==> config.mk <==
export PLATFORM = sky130hd
export DESIGN_NAME = adsr_envelope_generator_flat
export DESIGN_NICKNAME = d
export VERILOG_FILES = /design/src/rtl/adsr_envelope_generator_if.sv /design/src/rtl/adsr_envelope_generator.sv /design/src/flat_wrapper.sv
export SDC_FILE = /design/constraint.sdc
export NUM_CORES = 1
export LEC_CHECK = 0
export CORE_UTILIZATION = 53
export DETAILED_ROUTE_END_ITERATION = 12
export HOLD_SLACK_MARGIN = 0.05
export PLACE_DENSITY = 0.81
export SLEW_MARGIN = 15
export SYNTH_ARGS = -nofsm -noshare
export SYNTH_HDL_FRONTEND = slang
export SYNTH_SLANG_ARGS = --single-unit
==> constraint.sdc <==
create_clock -name CLK_50_MHz -period 3.8 [get_ports CLK_50_MHz]
set_input_delay 0.57 -clock CLK_50_MHz [delete_from_list [all_inputs] [get_ports CLK_50_MHz]]
set_output_delay 0.57 -clock CLK_50_MHz [all_outputs]
set_load 0.01 [all_outputs]
==> src/rtl/adsr_envelope_generator_if.sv <==
// adsr_envelope_generator_if
//   Bundles the voice-side signals of the ADSR envelope generator.
//   master : key scanner / divider / control side (drives strobe, gate, rates)
//   slave  : envelope generator (consumes strobe, gate, rates; drives envelope,
//            env_state, active)
interface adsr_envelope_generator_if #(
  parameter int ENV_W = 8
);
  logic             CLK_100Hz;
  logic             gate;
  logic [ENV_W-1:0] attack_rate;
  logic [ENV_W-1:0] decay_rate;
  logic [ENV_W-1:0] sustain_level;
  logic [ENV_W-1:0] release_rate;
  logic [ENV_W-1:0] envelope;
  logic [2:0]       env_state;
  logic             active;

  modport master (
    output CLK_100Hz, gate, attack_rate, decay_rate, sustain_level, release_rate,
    input  envelope, env_state, active
  );

  modport slave (
    input  CLK_100Hz, gate, attack_rate, decay_rate, sustain_level, release_rate,
    output envelope, env_state, active
  );
endinterface

==> src/rtl/adsr_envelope_generator.sv <==
// adsr_envelope_generator
//   ADSR amplitude envelope for one synth voice. The 100 Hz divider output is
//   synchronised and edge-detected into a one-clock step strobe; the key gate
//   is synchronised and edge-detected into rise/fall events.
// Ports
//   CLK_50_MHz : system clock
//   reset_n    : asynchronous active-low reset
//   bus        : slave side of adsr_envelope_generator_if
//                (CLK_100Hz, gate, rates, sustain in; envelope, env_state, active out)
//
// state    | meaning
// ---------+---------------------------------------------------
// IDLE     | silent, level held at 0
// ATTACK   | level rises by attack_rate per step up to ENV_MAX
// DECAY    | level falls by decay_rate per step down to sustain
// SUSTAIN  | level follows sustain_level on every step
// RELEASE  | level falls by release_rate per step down to 0
module adsr_envelope_generator #(
  parameter int ENV_W   = 8,
  parameter int SYNC_FF = 2
) (
  input  logic                         CLK_50_MHz,
  input  logic                         reset_n,
  adsr_envelope_generator_if.slave     bus
);

  typedef enum logic [2:0] {
    S_IDLE    = 3'd0,
    S_ATTACK  = 3'd1,
    S_DECAY   = 3'd2,
    S_SUSTAIN = 3'd3,
    S_RELEASE = 3'd4
  } state_t;

  localparam logic [ENV_W-1:0] ENV_MAX = '1;

  logic [SYNC_FF-1:0] r_clk_sync;
  logic [SYNC_FF-1:0] r_gate_sync;
  logic [SYNC_FF-1:0] r_warm;
  logic               r_clk_d;
  logic               r_gate_d;
  logic               r_gate_armed;
  state_t             r_state;
  logic [ENV_W-1:0]   r_lvl;

  logic               w_clk_s;
  logic               w_gate_s;
  logic               w_step;
  logic               w_gate_rise;
  logic               w_gate_fall;
  logic [ENV_W:0]     w_att_sum;
  logic [ENV_W:0]     w_dec_diff;
  logic [ENV_W:0]     w_rel_diff;
  logic [ENV_W-1:0]   w_att_lvl;
  logic [ENV_W-1:0]   w_dec_sat;
  logic [ENV_W-1:0]   w_dec_lvl;
  logic [ENV_W-1:0]   w_rel_lvl;
  state_t             w_state_ev;
  state_t             w_state_nxt;
  logic [ENV_W-1:0]   w_lvl_nxt;

  assign w_clk_s  = r_clk_sync[SYNC_FF-1];
  assign w_gate_s = r_gate_sync[SYNC_FF-1];
  assign w_step   = w_clk_s & ~r_clk_d;

  // A rise only counts once the synchroniser has seen a genuine low after
  // reset, so a key held through reset does not retrigger the voice.
  assign w_gate_rise = w_gate_s & ~r_gate_d & r_gate_armed;
  assign w_gate_fall = ~w_gate_s & r_gate_d;

  always_ff @(posedge CLK_50_MHz or negedge reset_n) begin
    if (!reset_n) begin
      r_clk_sync   <= '0;
      r_gate_sync  <= '0;
      r_warm       <= '0;
      r_clk_d      <= 1'b0;
      r_gate_d     <= 1'b0;
      r_gate_armed <= 1'b0;
    end else begin
      r_clk_sync   <= {r_clk_sync[SYNC_FF-2:0], bus.CLK_100Hz};
      r_gate_sync  <= {r_gate_sync[SYNC_FF-2:0], bus.gate};
      r_warm       <= {r_warm[SYNC_FF-2:0], 1'b1};
      r_clk_d      <= w_clk_s;
      r_gate_d     <= w_gate_s;
      r_gate_armed <= r_gate_armed | (r_warm[SYNC_FF-1] & ~w_gate_s);
    end
  end

  // Saturating step arithmetic; the extra MSB catches carry/borrow.
  assign w_att_sum  = {1'b0, r_lvl} + {1'b0, bus.attack_rate};
  assign w_att_lvl  = ((bus.attack_rate == '0) || w_att_sum[ENV_W]) ? ENV_MAX
                                                                    : w_att_sum[ENV_W-1:0];
  assign w_dec_diff = {1'b0, r_lvl} - {1'b0, bus.decay_rate};
  assign w_dec_sat  = w_dec_diff[ENV_W] ? '0 : w_dec_diff[ENV_W-1:0];
  // Also covers a level already below a freshly raised sustain.
  assign w_dec_lvl  = ((bus.decay_rate == '0) || (w_dec_sat < bus.sustain_level))
                      ? bus.sustain_level : w_dec_sat;
  assign w_rel_diff = {1'b0, r_lvl} - {1'b0, bus.release_rate};
  assign w_rel_lvl  = ((bus.release_rate == '0) || w_rel_diff[ENV_W]) ? '0
                                                                      : w_rel_diff[ENV_W-1:0];

  always_ff @(posedge CLK_50_MHz or negedge reset_n) begin
    if (!reset_n) begin
      r_state <= S_IDLE;
      r_lvl   <= '0;
    end else begin
      r_state <= w_state_nxt;
      r_lvl   <= w_lvl_nxt;
    end
  end

  // Gate events resolve first; a step on the same clock then applies the
  // arithmetic of the resulting state.
  always_comb begin
    w_state_ev  = r_state;
    w_state_nxt = r_state;
    w_lvl_nxt   = r_lvl;

    if (w_gate_rise) begin
      w_state_ev = S_ATTACK;
    end else if (w_gate_fall && (r_state == S_ATTACK || r_state == S_DECAY ||
                                 r_state == S_SUSTAIN)) begin
      w_state_ev = S_RELEASE;
    end
    w_state_nxt = w_state_ev;

    if (w_step) begin
      case (w_state_ev)
        S_ATTACK: begin
          w_lvl_nxt = w_att_lvl;
          if (w_att_lvl == ENV_MAX) w_state_nxt = S_DECAY;
        end
        S_DECAY: begin
          w_lvl_nxt = w_dec_lvl;
          if (w_dec_lvl == bus.sustain_level) w_state_nxt = S_SUSTAIN;
        end
        S_SUSTAIN: w_lvl_nxt = bus.sustain_level;
        S_RELEASE: begin
          w_lvl_nxt = w_rel_lvl;
          if (w_rel_lvl == '0) w_state_nxt = S_IDLE;
        end
        default: w_lvl_nxt = '0;
      endcase
    end
  end

  assign bus.envelope  = r_lvl;
  assign bus.env_state = r_state;
  assign bus.active    = (r_state != S_IDLE);

endmodule
==> src/flat_wrapper.sv <==
// flat-port wrapper written by rule: the top's interface ports become plain ports
module adsr_envelope_generator_flat 
#(
  parameter int ENV_W   = 8,
  parameter int SYNC_FF = 2
)
  (CLK_50_MHz, reset_n, bus_CLK_100Hz, bus_gate, bus_attack_rate, bus_decay_rate, bus_sustain_level, bus_release_rate, bus_envelope, bus_env_state, bus_active);
  adsr_envelope_generator_if #(.ENV_W(ENV_W)) bus_i ();
  input  logic CLK_50_MHz;
  input  logic reset_n;
  input wire logic [$bits(bus_i.CLK_100Hz)-1:0] bus_CLK_100Hz;
  input wire logic [$bits(bus_i.gate)-1:0] bus_gate;
  input wire logic [$bits(bus_i.attack_rate)-1:0] bus_attack_rate;
  input wire logic [$bits(bus_i.decay_rate)-1:0] bus_decay_rate;
  input wire logic [$bits(bus_i.sustain_level)-1:0] bus_sustain_level;
  input wire logic [$bits(bus_i.release_rate)-1:0] bus_release_rate;
  output wire logic [$bits(bus_i.envelope)-1:0] bus_envelope;
  output wire logic [$bits(bus_i.env_state)-1:0] bus_env_state;
  output wire logic [$bits(bus_i.active)-1:0] bus_active;
  assign bus_i.CLK_100Hz = bus_CLK_100Hz;
  assign bus_i.gate = bus_gate;
  assign bus_i.attack_rate = bus_attack_rate;
  assign bus_i.decay_rate = bus_decay_rate;
  assign bus_i.sustain_level = bus_sustain_level;
  assign bus_i.release_rate = bus_release_rate;
  assign bus_envelope = bus_i.envelope;
  assign bus_env_state = bus_i.env_state;
  assign bus_active = bus_i.active;
  adsr_envelope_generator #(.ENV_W(ENV_W), .SYNC_FF(SYNC_FF)) u_core (.CLK_50_MHz(CLK_50_MHz), .reset_n(reset_n), .bus(bus_i));
endmodule
==> metrics.md <==
| Metric | Value |
|---|---|
| Ys async rst share | 1.000 |
| Post-synth EDFFs | 0 |
| WP buf/inv | 2 |
| Diodes inserted | 0 |
| Number of global-route vias before repair | 2649 |
| CP Cell Sequence | dlygate4sd2_1, ha_2, fa_2, nand2b_4, a211oi_4, o21ai_2, nor2_2, ha_1, nor2b_1, a2111oi_2, a221oi_2, o31ai_2, buf_4, mux2i_1, o211ai_1 |
| Status | complete, no violations |
| Final WL | 8.142 mm |
| Initial antenna violation count | 0 |
| Startpoint types | input port |
| Clock buffer depth | 2 |
| Leakage power | 1.649 nW |
| TritonCTS clock tree | done |
| # DRC | 0 |
| Initial core utilization | 0.5645 |
| Fmax | 0.2672 GHz |
| Hold Path Class | flop to flop |
| Seq/Total Area, Yosys | 0.1995 |
| Root Driver | clkbuf_8 |
| WL/cell | 17.86 µm |
| Proportion of layout cells with a drive suffix above 1 | 0.2129 |
| Top FF cell, synth | dfrtp_1 |
| Final slew viol count | 0 |
| Fillcell total | 285 |
| Gr ovfl total | 0 |
| Syn Std Cell Area | 2509 µm² |
| Core area | 4444 µm² |
| Htree depth | 1 |
| Global Route Usage Sum | 0.3173 |
| Crit path required time | 3.94 ns |
| Critical setup path kind | input port to flop |
| Final Cycle Share | 0.9850 |
| Synth top area share | 0.1995 |
| Num CTS Buffers | 3 |
| CTS Sinks | 20 |
| Cell Pwr Density | 682.1 nW/µm² |
| Area delta synth->final | 42.00% |
| Syn Nets | 381 |
| VDD IR max | 0.4011 mV |
| # IOs | 48 |
| Setup-failing EPs final | 0 |
| Max cap viols | 0 |
| Vias per cell | 6.408 |
| Post-DP HPWL | 5.871 mm |
| Cells after Synth | 311 |
| DR vias | 2922 |
| Synth warn | 0 |
| Area of the die | 5013 µm² |
| CTS clk-pin slew, worst paths | 0.09 ns |
| Hold Violations, Final | 0 |
| FP Rows | 24 |
| Mean Syn Cell Area | 8.066 µm² |
| Worst setup EP type | flop |
| Drt pass-1 iters | 7 |
| Area contributors post-synth | dfrtp_1, ha_1, inv_1, a21oi_1, o21ai_0 |
| Die span in x | 70.80 µm |
| CP arrival | 3.88 ns |
| Die H | 70.80 µm |
| Commonest non-fill, non-tap cell in the layout | buf_4 |
| Max FO, Critical Path | 5 |
| Cell taking the most area after synthesis | dfrtp_1 |
| Port buffer count | 47 |
| Pin count of the biggest net entering global routing | 21 |
| First-pass GRT wire length | 12.54 mm |
| Synth cell types | 55 |
| Skew final | 0.01660 ns |
| Final design utilization | 0.8015 |
| Skew-Pair Late Insertion Delay | 0.27 ns |
| Synthesis-stage register bit count | 20 |
| Cells after DPL | 433 |
| Final instance area | 3562 µm² |
| Crit path time final | 3.743 ns |
| Initial DRC count | 292 |
| Worst slew margin | 0.4136 |
| Post-DP Area | 3231 µm² |
| Top cell family by delay on the critical path | compound AO/OA/AOI/OAI gates |
| Setup TNS | 0 ns |
| Placer congestion estimate | 0.9542 |
| Crit path max-delay cell type | a2111oi_2 |
| Layout Cells excl Fill | 456 |
| Net count, final | 475 |
| Critical Path Max Stage Delay | 0.39 ns |
| Post-DRT Antenna Nets | 0 |
| Worst slew pin tran | 0.8768 ns |
| Most frequent cells in the layout | buf_4, clkdlybuf4s50_1, inv_1, ha_1, nor2_1 |
state kept, by name (all words and copies together) (netlist names):
| signal | cells |
|---|---|
| u_core.r_clk_d | 1 |
| u_core.r_gate_sync | 2 |
| u_core.r_clk_sync | 2 |
| u_core.bus.env_state | 3 |
| u_core.r_warm | 2 |
| u_core.bus.envelope | 8 |
| u_core.r_gate_d | 1 |
| u_core.r_gate_armed | 1 |
synthesized netlist by cell type (all sizes together) (3+ instances only):
cell and count:
dfrtp 20, o21a 7, nor2 25, a21o 7, a221oi 7, a211oi 4, o221ai 4, fa 3
o31a 4, xor2 5, nor3 6, o21ai 29, nor3b 3, nand2 17, clkbuf 3, mux2i 8
nor4 9, nand3 4, o211ai 6, nand2b 4, ha 31, a22oi 6, a21oi 21, a31oi 3
inv 33, xnor2 9, nor2b 8
power by group:
| part | leakage (nW) | switching (mW) | internal, mW |
|---|---|---|---|
| Combinational | 1.38 | 0.977 | 0.940 |
| Sequential | 0.241 | 0.0803 | 0.265 |
| Clock | 0.0288 | 0.0753 | 0.0924 |
cells by family (layout without fill, tap and decap cells):
kind of cell	Yosys count	after routing	synth area share
AO/OA/AOI/OAI	109	109	0.2923
XOR/XNOR	14	14	0.04888
multiplexers	9	9	0.03641
AND/OR/NAND/NOR	86	86	0.1840
adder cells (fa/ha/maj)	34	34	0.1786
flip-flops	20	20	0.1995
buffers and inverters	38	131	0.05885
other	1	1	0.001495
routing by layer:
metal / up-vias / track usage / part of all wire
met4: 0 / 0.1200 / 0.036
met2: 191 / 0.5288 / 0.46
li1: 1352 / - / -
met3: 36 / 0.05840 / 0.095
met5: - / 0 / 0
met1: 1343 / 0.4106 / 0.41
cell type report:
| cell class | instances | area (µm²) | area share |
|---|---|---|---|
| Inverter | 33 | 123.9 | 0.03477 |
| Timing Repair Buffer | 94 | 822.0 | 0.2308 |
| Tap cell | 52 | 65.06 | 0.01826 |
| Sequential cell | 20 | 500.5 | 0.1405 |
| Clock buffer | 4 | 55.05 | 0.01545 |
| Multi-Input combinational cell | 253 | 1996 | 0.5602 |
stage by stage:
step,hold slack (ns),setup slack [ns],power [mW]
2_1_floorplan,0.2744,0.2273,1.363
3_3_place_gp,0.3323,-0.2172,1.925
3_5_place_dp,0.3347,-0.3250,1.961
4_1_cts,0.3502,0.002119,2.245
5_1_grt,0.3599,-0.05226,2.588
6_report,0.3499,0.05685,2.430
final timing paths:
kind                                                     from                            endpoint  slack (ns)  depth (start not counted)
setup / recovery                            bus_decay_rate[0]  u_core.bus.envelope[5]$_DFFE_PN0P_        0.06                         15
hold / removal                u_core.r_gate_sync[0]$_DFF_PN0_     u_core.r_gate_sync[1]$_DFF_PN0_        0.35                          0
setup reg to reg           u_core.bus.envelope[0]$_DFFE_PN0P_  u_core.bus.envelope[5]$_DFFE_PN0P_        0.17                         15
hold reg to reg               u_core.r_gate_sync[0]$_DFF_PN0_     u_core.r_gate_sync[1]$_DFF_PN0_        0.35                          0
max in group asynchronous                             reset_n   u_core.bus.env_state[0]$_DFF_PN0_        2.45                          1
min in group asynchronous                             reset_n   u_core.bus.env_state[2]$_DFF_PN0_        0.79                          1
what timing repair did:
action,in CTS,in global routing
hold buffers,0,0
pin swaps,5,10
endpoints found under the setup margin,8,9
setup buffers,15,3
gates cloned,1,0
resized for setup,10,18
(Power assumes the default switching activity.)
